<file path="src/rtl/pipe_hazard_ctrl_if.sv">
// pipe_hazard_ctrl_if: pipeline register fields in, stall/flush/forward controls and hazard counters out.
interface pipe_hazard_ctrl_if #(parameter int CNT_W = 32);
  logic [4:0] id_rf_ra1, id_rf_ra2, ex_rf_ra1, ex_rf_ra2, ex_rf_wa, mem_rf_wa, wb_rf_wa;
  logic ex_rf_we, mem_rf_we, wb_rf_we, ex_br_taken, mem_req, dmem_ready;
  logic [1:0] ex_rf_wd_sel, fwd_sel1, fwd_sel2;
  logic if_stall, id_stall, ex_stall, mem_stall, id_flush, ex_flush, wb_flush;
  logic [CNT_W-1:0] stall_cnt, flush_cnt;
  modport master(
    output id_rf_ra1, id_rf_ra2, ex_rf_ra1, ex_rf_ra2, ex_rf_wa, ex_rf_we, ex_rf_wd_sel, ex_br_taken,
           mem_rf_wa, mem_rf_we, mem_req, dmem_ready, wb_rf_wa, wb_rf_we,
    input if_stall, id_stall, ex_stall, mem_stall, id_flush, ex_flush, wb_flush, fwd_sel1, fwd_sel2,
          stall_cnt, flush_cnt
  );
  modport slave(
    input id_rf_ra1, id_rf_ra2, ex_rf_ra1, ex_rf_ra2, ex_rf_wa, ex_rf_we, ex_rf_wd_sel, ex_br_taken,
          mem_rf_wa, mem_rf_we, mem_req, dmem_ready, wb_rf_wa, wb_rf_we,
    output if_stall, id_stall, ex_stall, mem_stall, id_flush, ex_flush, wb_flush, fwd_sel1, fwd_sel2,
           stall_cnt, flush_cnt
  );
endinterface

</file>
<file path="src/rtl/pipe_hazard_ctrl.sv">
// pipe_hazard_ctrl: 5-stage pipeline stall/flush/forwarding control, dmem wait FSM, hazard counters.
// Optional macro FWD_EN enables EX operand forwarding (otherwise stall on any RAW against EX/MEM).
module pipe_hazard_ctrl #(
  parameter int CNT_W = 32
) (
  input logic clk,
  input logic rst,
  pipe_hazard_ctrl_if.slave h
);
  localparam logic [0:0] IDLE = 1'b0;
  localparam logic [0:0] WAIT = 1'b1;
  logic [0:0] state;
  logic mem_busy, hz, br;
  logic [1:0] fwd1, fwd2;
  assign mem_busy = ~h.dmem_ready & (state == WAIT | h.mem_req);
`ifdef FWD_EN
  assign hz = h.ex_rf_we & h.ex_rf_wd_sel == 2'b10 & h.ex_rf_wa != 5'd0 &
              (h.ex_rf_wa == h.id_rf_ra1 | h.ex_rf_wa == h.id_rf_ra2);
  always_comb begin
    fwd1 = (h.mem_rf_we & h.mem_rf_wa != 5'd0 & h.mem_rf_wa == h.ex_rf_ra1) ? 2'b01 :
           (h.wb_rf_we & h.wb_rf_wa != 5'd0 & h.wb_rf_wa == h.ex_rf_ra1) ? 2'b10 : 2'b00;
    fwd2 = (h.mem_rf_we & h.mem_rf_wa != 5'd0 & h.mem_rf_wa == h.ex_rf_ra2) ? 2'b01 :
           (h.wb_rf_we & h.wb_rf_wa != 5'd0 & h.wb_rf_wa == h.ex_rf_ra2) ? 2'b10 : 2'b00;
  end
`else
  logic unused_nofwd;
  assign unused_nofwd = ^{h.ex_rf_ra1, h.ex_rf_ra2, h.wb_rf_wa, h.wb_rf_we, h.ex_rf_wd_sel};
  assign hz = (h.ex_rf_we & h.ex_rf_wa != 5'd0 & (h.ex_rf_wa == h.id_rf_ra1 | h.ex_rf_wa == h.id_rf_ra2)) |
              (h.mem_rf_we & h.mem_rf_wa != 5'd0 & (h.mem_rf_wa == h.id_rf_ra1 | h.mem_rf_wa == h.id_rf_ra2));
  assign fwd1 = 2'b00;
  assign fwd2 = 2'b00;
`endif
  assign br = ~mem_busy & h.ex_br_taken;
  always_comb begin
    h.if_stall = ~rst & (mem_busy | (~h.ex_br_taken & hz));
    h.id_stall = h.if_stall;
    h.ex_stall = ~rst & mem_busy;
    h.mem_stall = h.ex_stall;
    h.id_flush = rst | br;
    h.ex_flush = rst | (~mem_busy & (h.ex_br_taken | hz));
    h.wb_flush = rst | mem_busy;
    h.fwd_sel1 = rst ? 2'b00 : fwd1;
    h.fwd_sel2 = rst ? 2'b00 : fwd2;
  end
  always_ff @(posedge clk) begin
    if (rst) begin
      state <= IDLE;
      h.stall_cnt <= '0;
      h.flush_cnt <= '0;
    end else begin
      state <= (state == IDLE) ? ((h.mem_req & ~h.dmem_ready) ? WAIT : IDLE) : (h.dmem_ready ? IDLE : WAIT);
      if (h.if_stall & ~&h.stall_cnt) h.stall_cnt <= h.stall_cnt + CNT_W'(1);
      if (br & ~&h.flush_cnt) h.flush_cnt <= h.flush_cnt + CNT_W'(1);
    end
  end
endmodule

</file>
<file path="src/flat_wrapper.sv">
// flat-port wrapper written by rule: the top's interface ports become plain ports
module pipe_hazard_ctrl_flat 
#(
  parameter int CNT_W = 32
)
  (clk, rst, h_id_rf_ra1, h_id_rf_ra2, h_ex_rf_ra1, h_ex_rf_ra2, h_ex_rf_wa, h_ex_rf_we, h_ex_rf_wd_sel, h_ex_br_taken, h_mem_rf_wa, h_mem_rf_we, h_mem_req, h_dmem_ready, h_wb_rf_wa, h_wb_rf_we, h_if_stall, h_id_stall, h_ex_stall, h_mem_stall, h_id_flush, h_ex_flush, h_wb_flush, h_fwd_sel1, h_fwd_sel2, h_stall_cnt, h_flush_cnt);
  pipe_hazard_ctrl_if #(.CNT_W(CNT_W)) h_i ();
  input logic clk;
  input logic rst;
  input wire logic [$bits(h_i.id_rf_ra1)-1:0] h_id_rf_ra1;
  input wire logic [$bits(h_i.id_rf_ra2)-1:0] h_id_rf_ra2;
  input wire logic [$bits(h_i.ex_rf_ra1)-1:0] h_ex_rf_ra1;
  input wire logic [$bits(h_i.ex_rf_ra2)-1:0] h_ex_rf_ra2;
  input wire logic [$bits(h_i.ex_rf_wa)-1:0] h_ex_rf_wa;
  input wire logic [$bits(h_i.ex_rf_we)-1:0] h_ex_rf_we;
  input wire logic [$bits(h_i.ex_rf_wd_sel)-1:0] h_ex_rf_wd_sel;
  input wire logic [$bits(h_i.ex_br_taken)-1:0] h_ex_br_taken;
  input wire logic [$bits(h_i.mem_rf_wa)-1:0] h_mem_rf_wa;
  input wire logic [$bits(h_i.mem_rf_we)-1:0] h_mem_rf_we;
  input wire logic [$bits(h_i.mem_req)-1:0] h_mem_req;
  input wire logic [$bits(h_i.dmem_ready)-1:0] h_dmem_ready;
  input wire logic [$bits(h_i.wb_rf_wa)-1:0] h_wb_rf_wa;
  input wire logic [$bits(h_i.wb_rf_we)-1:0] h_wb_rf_we;
  output wire logic [$bits(h_i.if_stall)-1:0] h_if_stall;
  output wire logic [$bits(h_i.id_stall)-1:0] h_id_stall;
  output wire logic [$bits(h_i.ex_stall)-1:0] h_ex_stall;
  output wire logic [$bits(h_i.mem_stall)-1:0] h_mem_stall;
  output wire logic [$bits(h_i.id_flush)-1:0] h_id_flush;
  output wire logic [$bits(h_i.ex_flush)-1:0] h_ex_flush;
  output wire logic [$bits(h_i.wb_flush)-1:0] h_wb_flush;
  output wire logic [$bits(h_i.fwd_sel1)-1:0] h_fwd_sel1;
  output wire logic [$bits(h_i.fwd_sel2)-1:0] h_fwd_sel2;
  output wire logic [$bits(h_i.stall_cnt)-1:0] h_stall_cnt;
  output wire logic [$bits(h_i.flush_cnt)-1:0] h_flush_cnt;
  assign h_i.id_rf_ra1 = h_id_rf_ra1;
  assign h_i.id_rf_ra2 = h_id_rf_ra2;
  assign h_i.ex_rf_ra1 = h_ex_rf_ra1;
  assign h_i.ex_rf_ra2 = h_ex_rf_ra2;
  assign h_i.ex_rf_wa = h_ex_rf_wa;
  assign h_i.ex_rf_we = h_ex_rf_we;
  assign h_i.ex_rf_wd_sel = h_ex_rf_wd_sel;
  assign h_i.ex_br_taken = h_ex_br_taken;
  assign h_i.mem_rf_wa = h_mem_rf_wa;
  assign h_i.mem_rf_we = h_mem_rf_we;
  assign h_i.mem_req = h_mem_req;
  assign h_i.dmem_ready = h_dmem_ready;
  assign h_i.wb_rf_wa = h_wb_rf_wa;
  assign h_i.wb_rf_we = h_wb_rf_we;
  assign h_if_stall = h_i.if_stall;
  assign h_id_stall = h_i.id_stall;
  assign h_ex_stall = h_i.ex_stall;
  assign h_mem_stall = h_i.mem_stall;
  assign h_id_flush = h_i.id_flush;
  assign h_ex_flush = h_i.ex_flush;
  assign h_wb_flush = h_i.wb_flush;
  assign h_fwd_sel1 = h_i.fwd_sel1;
  assign h_fwd_sel2 = h_i.fwd_sel2;
  assign h_stall_cnt = h_i.stall_cnt;
  assign h_flush_cnt = h_i.flush_cnt;
  pipe_hazard_ctrl #(.CNT_W(CNT_W)) u_core (.clk(clk), .rst(rst), .h(h_i));
endmodule
</file>
<file path="config.mk">
export PLATFORM = sky130hd
export DESIGN_NAME = pipe_hazard_ctrl_flat
export DESIGN_NICKNAME = d
export VERILOG_FILES = /design/src/rtl/pipe_hazard_ctrl_if.sv /design/src/rtl/pipe_hazard_ctrl.sv /design/src/flat_wrapper.sv
export SDC_FILE = /design/constraint.sdc
export NUM_CORES = 1
export LEC_CHECK = 0
export ABC_AREA = 1
export BUFFER_PORTS_ARGS = -buffer_cell sky130_fd_sc_hd__buf_2
export CAP_MARGIN = 20
export CORE_MARGIN = 3
export CORE_UTILIZATION = 58
export CTS_CLUSTER_SIZE = 14
export DETAILED_ROUTE_END_ITERATION = 12
export PLACE_DENSITY = 0.86
export SETUP_SLACK_MARGIN = 0.5
export SYNTH_ARGS = -nofsm -noshare
export SYNTH_HDL_FRONTEND = slang
export SYNTH_SLANG_ARGS = --single-unit
</file>
<file path="constraint.sdc">
create_clock -name clk -period 2.8 [get_ports clk]
set_input_delay 0.28 -clock clk [delete_from_list [all_inputs] [get_ports clk]]
set_output_delay 0.28 -clock clk [all_outputs]
set_load 0.01 [all_outputs]
</file>
==> run summary <==
Final Cycle Share - 75.8%
Cts bufs inserted - 9
RSZ-0062 raised after global routing - false
Syn_area_per_cell - 5.94 um^2
Root Buffer - clkbuf_8
Final Util - 72.0%
Slew headroom - 51.3%
# DRC - 0
Number of distinct library cells after synthesis - 32
Critical-path cell list - ha_1 > nand2_2 > nor2_4 > nand3_2 > nor2_4 > nand4_4 > buf_4 > nand2_1 > inv_1 > nand3_1 > nand2_1 > nand2_1 > nor2_1
Clock Pin Slew Worst Setup and Hold Paths - 0.08 ns
Via Count - 5,310
Top delay family on crit path - simple AND/OR/NAND/NOR gates
Routability cong. - 1.03
Leading cell types in the layout, fill and taps excluded - nand2_1, nor2_1, buf_2, inv_1, dfxtp_1
Antenna cell count - 0
GRT Total Usage - 29.9%
Initial antenna violation count - 0
Status - finished clean
Worst vdd ir - 0.283 mV
Global-route wire length before repair - 22,100 um
Max_cap viols - 0
HPWL Detailed - 9640 um
Crit end category - flop
Leak - 2.32 nW
Met3 WL - 955 um
Initial core utilization - 62.0%
Area Growth Syn to Fin - 16.2%
Vias per cell - 5.45
Hold buffers post-CTS - 0
Pins over their slew limit - 0
Commonest non-fill, non-tap cell in the layout - nand2_1
Achievable Freq - 471 MHz
Drt pass-1 iters - 5
Vias in the first global route - 4,887
PwrDens - 376 nW/um^2
Final Setup Violations - 0
Mapped Cells - 781
Drt total wl - 12,800 um
M1 WL - 5180 um
Startpoint types - flop
CTS max path bufs - 2
Worst EP required - 3.03 ns
Final nets - 918
Highest metal used - met4
Starting DRT DRC Count - 383
Core Box Area - 7490 um^2
Overall Power - 2.03 mW
Seq/Total Area, Yosys - 28.0%
Fin Clk Skew - 0.00942 ns
Layout cells sized above 1 - 16.4%
Clock Latency Late Sink - 0.35 ns
H-tree levels - 3
Fillers - 659
Worst-Margin Slew - 0.730 ns
Crit path max fanout - 15
Routed WL per cell - 13.1 um
YS warnings - 0
Top Ports - 120
Post-synthesis register bit count - 65
CP peak stage delay - 0.38 ns
Antenna-violating nets left - 0
Cell area after layout - 5390 um^2
CP max stage cell - dfxtp_1
Global route overflow - 0
Worst path bufs/invs - 2
DP Area - 5170 um^2
Yosys top cell area share - 28.0%
Setup CP Type - flop to flop
Met2 routed WL - 6370 um
Die Height - 95.4 um
# rows - 31
Clock sinks - 65
TritonCTS clock tree - built
Overall die width - 95.4 um
Leading area contributor after synthesis - dfxtp_1
CP most frequent cell - nand2_1
# port buffers - 97
Largest net degree at the start of global routing - 39
Setup TNS - 0 ns
Cell area after synthesis - 4640 um^2
HP Class - input pin to flop
Crit path DAT - 2.36 ns
Hold Vio Cnt, Final - 0
Die area - 9110 um^2
Top cells by area, synth - dfxtp_1, nand2_1, nor2_1, inv_1, nand4_1
Minimum clock period - 2.12 ns
## per-layer routing
layer | vias up | global-route usage [%]
met5 | - | 0
met4 | 0 | 9.60
met3 | 32 | 5.29
met2 | 220 | 52.8
met1 | 2391 | 36.8
li1 | 2667 | -
## timing repair
action / 4_1_cts / 5_1_grt
setup buffers: 0 / 0
resized for setup: 0 / 2
endpoints found under the hold margin: 0 / 0
endpoints found under the setup margin: 0 / 35
## registers in the layout, summed over array words and instances (netlist names)
signal,cells
u_core.state,1
u_core.h.flush_cnt,32
u_core.h.stall_cnt,32
## cell families (layout without fill, tap and decap cells)
logic type      count (synthesis)  count (layout)  synth area share [%]
simple gates                  504             504                  48.2
xor+xnor                       31              31                  5.85
compound gates                 61              61                  6.72
flops                          65              65                  28.0
other cells                     1               4                0.0808
buf+inv                       117             209                  10.6
fa+ha+maj                       2               2                 0.539
## Yosys cell counts
cell,count
dfxtp_1,65
nand2_2,1
a21oi_1,44
buf_2,5
nand3_1,40
a31oi_1,2
xor2_1,20
buf_6,2
nor2_2,3
inv_2,4
conb_1,1
o21ai_1,2
nand3b_1,9
nor2_4,2
and2_1,1
nand3_2,2
ha_1,2
buf_4,8
xnor2_1,11
nor2_1,105
nor3b_2,2
inv_1,83
nor4_1,3
nand4_4,1
nand2_1,260
nor3_1,28
nor3b_1,2
a21oi_2,1
clkbuf_1,15
o21ai_0,12
nor3_2,6
nand4_1,39
## final timing paths
kind / from / to / slack [ns] / depth (start not counted)
worst min register to register: u_core.h.flush_cnt[0] / u_core.h.flush_cnt[0] / 0.51 / 1
worst max-delay path: u_core.h.stall_cnt[1] / u_core.h.stall_cnt[21] / 0.68 / 13
worst max register to register: u_core.h.stall_cnt[1] / u_core.h.stall_cnt[21] / 0.68 / 13
worst min-delay path: rst / u_core.h.stall_cnt[7] / 0.28 / 2
## power breakdown
group | total (mW) | switching (mW) | internal (mW)
combinational | 0.202 | 0.138 | 0.0644
clock | 0.889 | 0.392 | 0.497
sequential | 0.934 | 0.00487 | 0.929
total | 2.03 | 0.535 | 1.49
## metrics by stage
step           hold WS (ns)  std cells  worst slack, ns
3_3_place_gp          0.469        959            0.647
5_1_grt               0.273        975            0.514
6_report              0.278        975            0.678
2_1_floorplan         0.460        784            0.989
4_1_cts               0.269        975            0.589
3_5_place_dp          0.486        959            0.620
## area by class of cell
cell class              instances  area [um^2]  area share [%]
multi-input cells             602         2880            53.4
flip-flops and latches         65         1300            24.1
clock buffers                  10          128            2.37
repair buffers                106          553            10.3
well taps                      99          124            2.30
clock inverters                 6         82.6            1.53
inverters                      87          327            6.06
No activity file was read; power rests on OpenSTA's default activity.
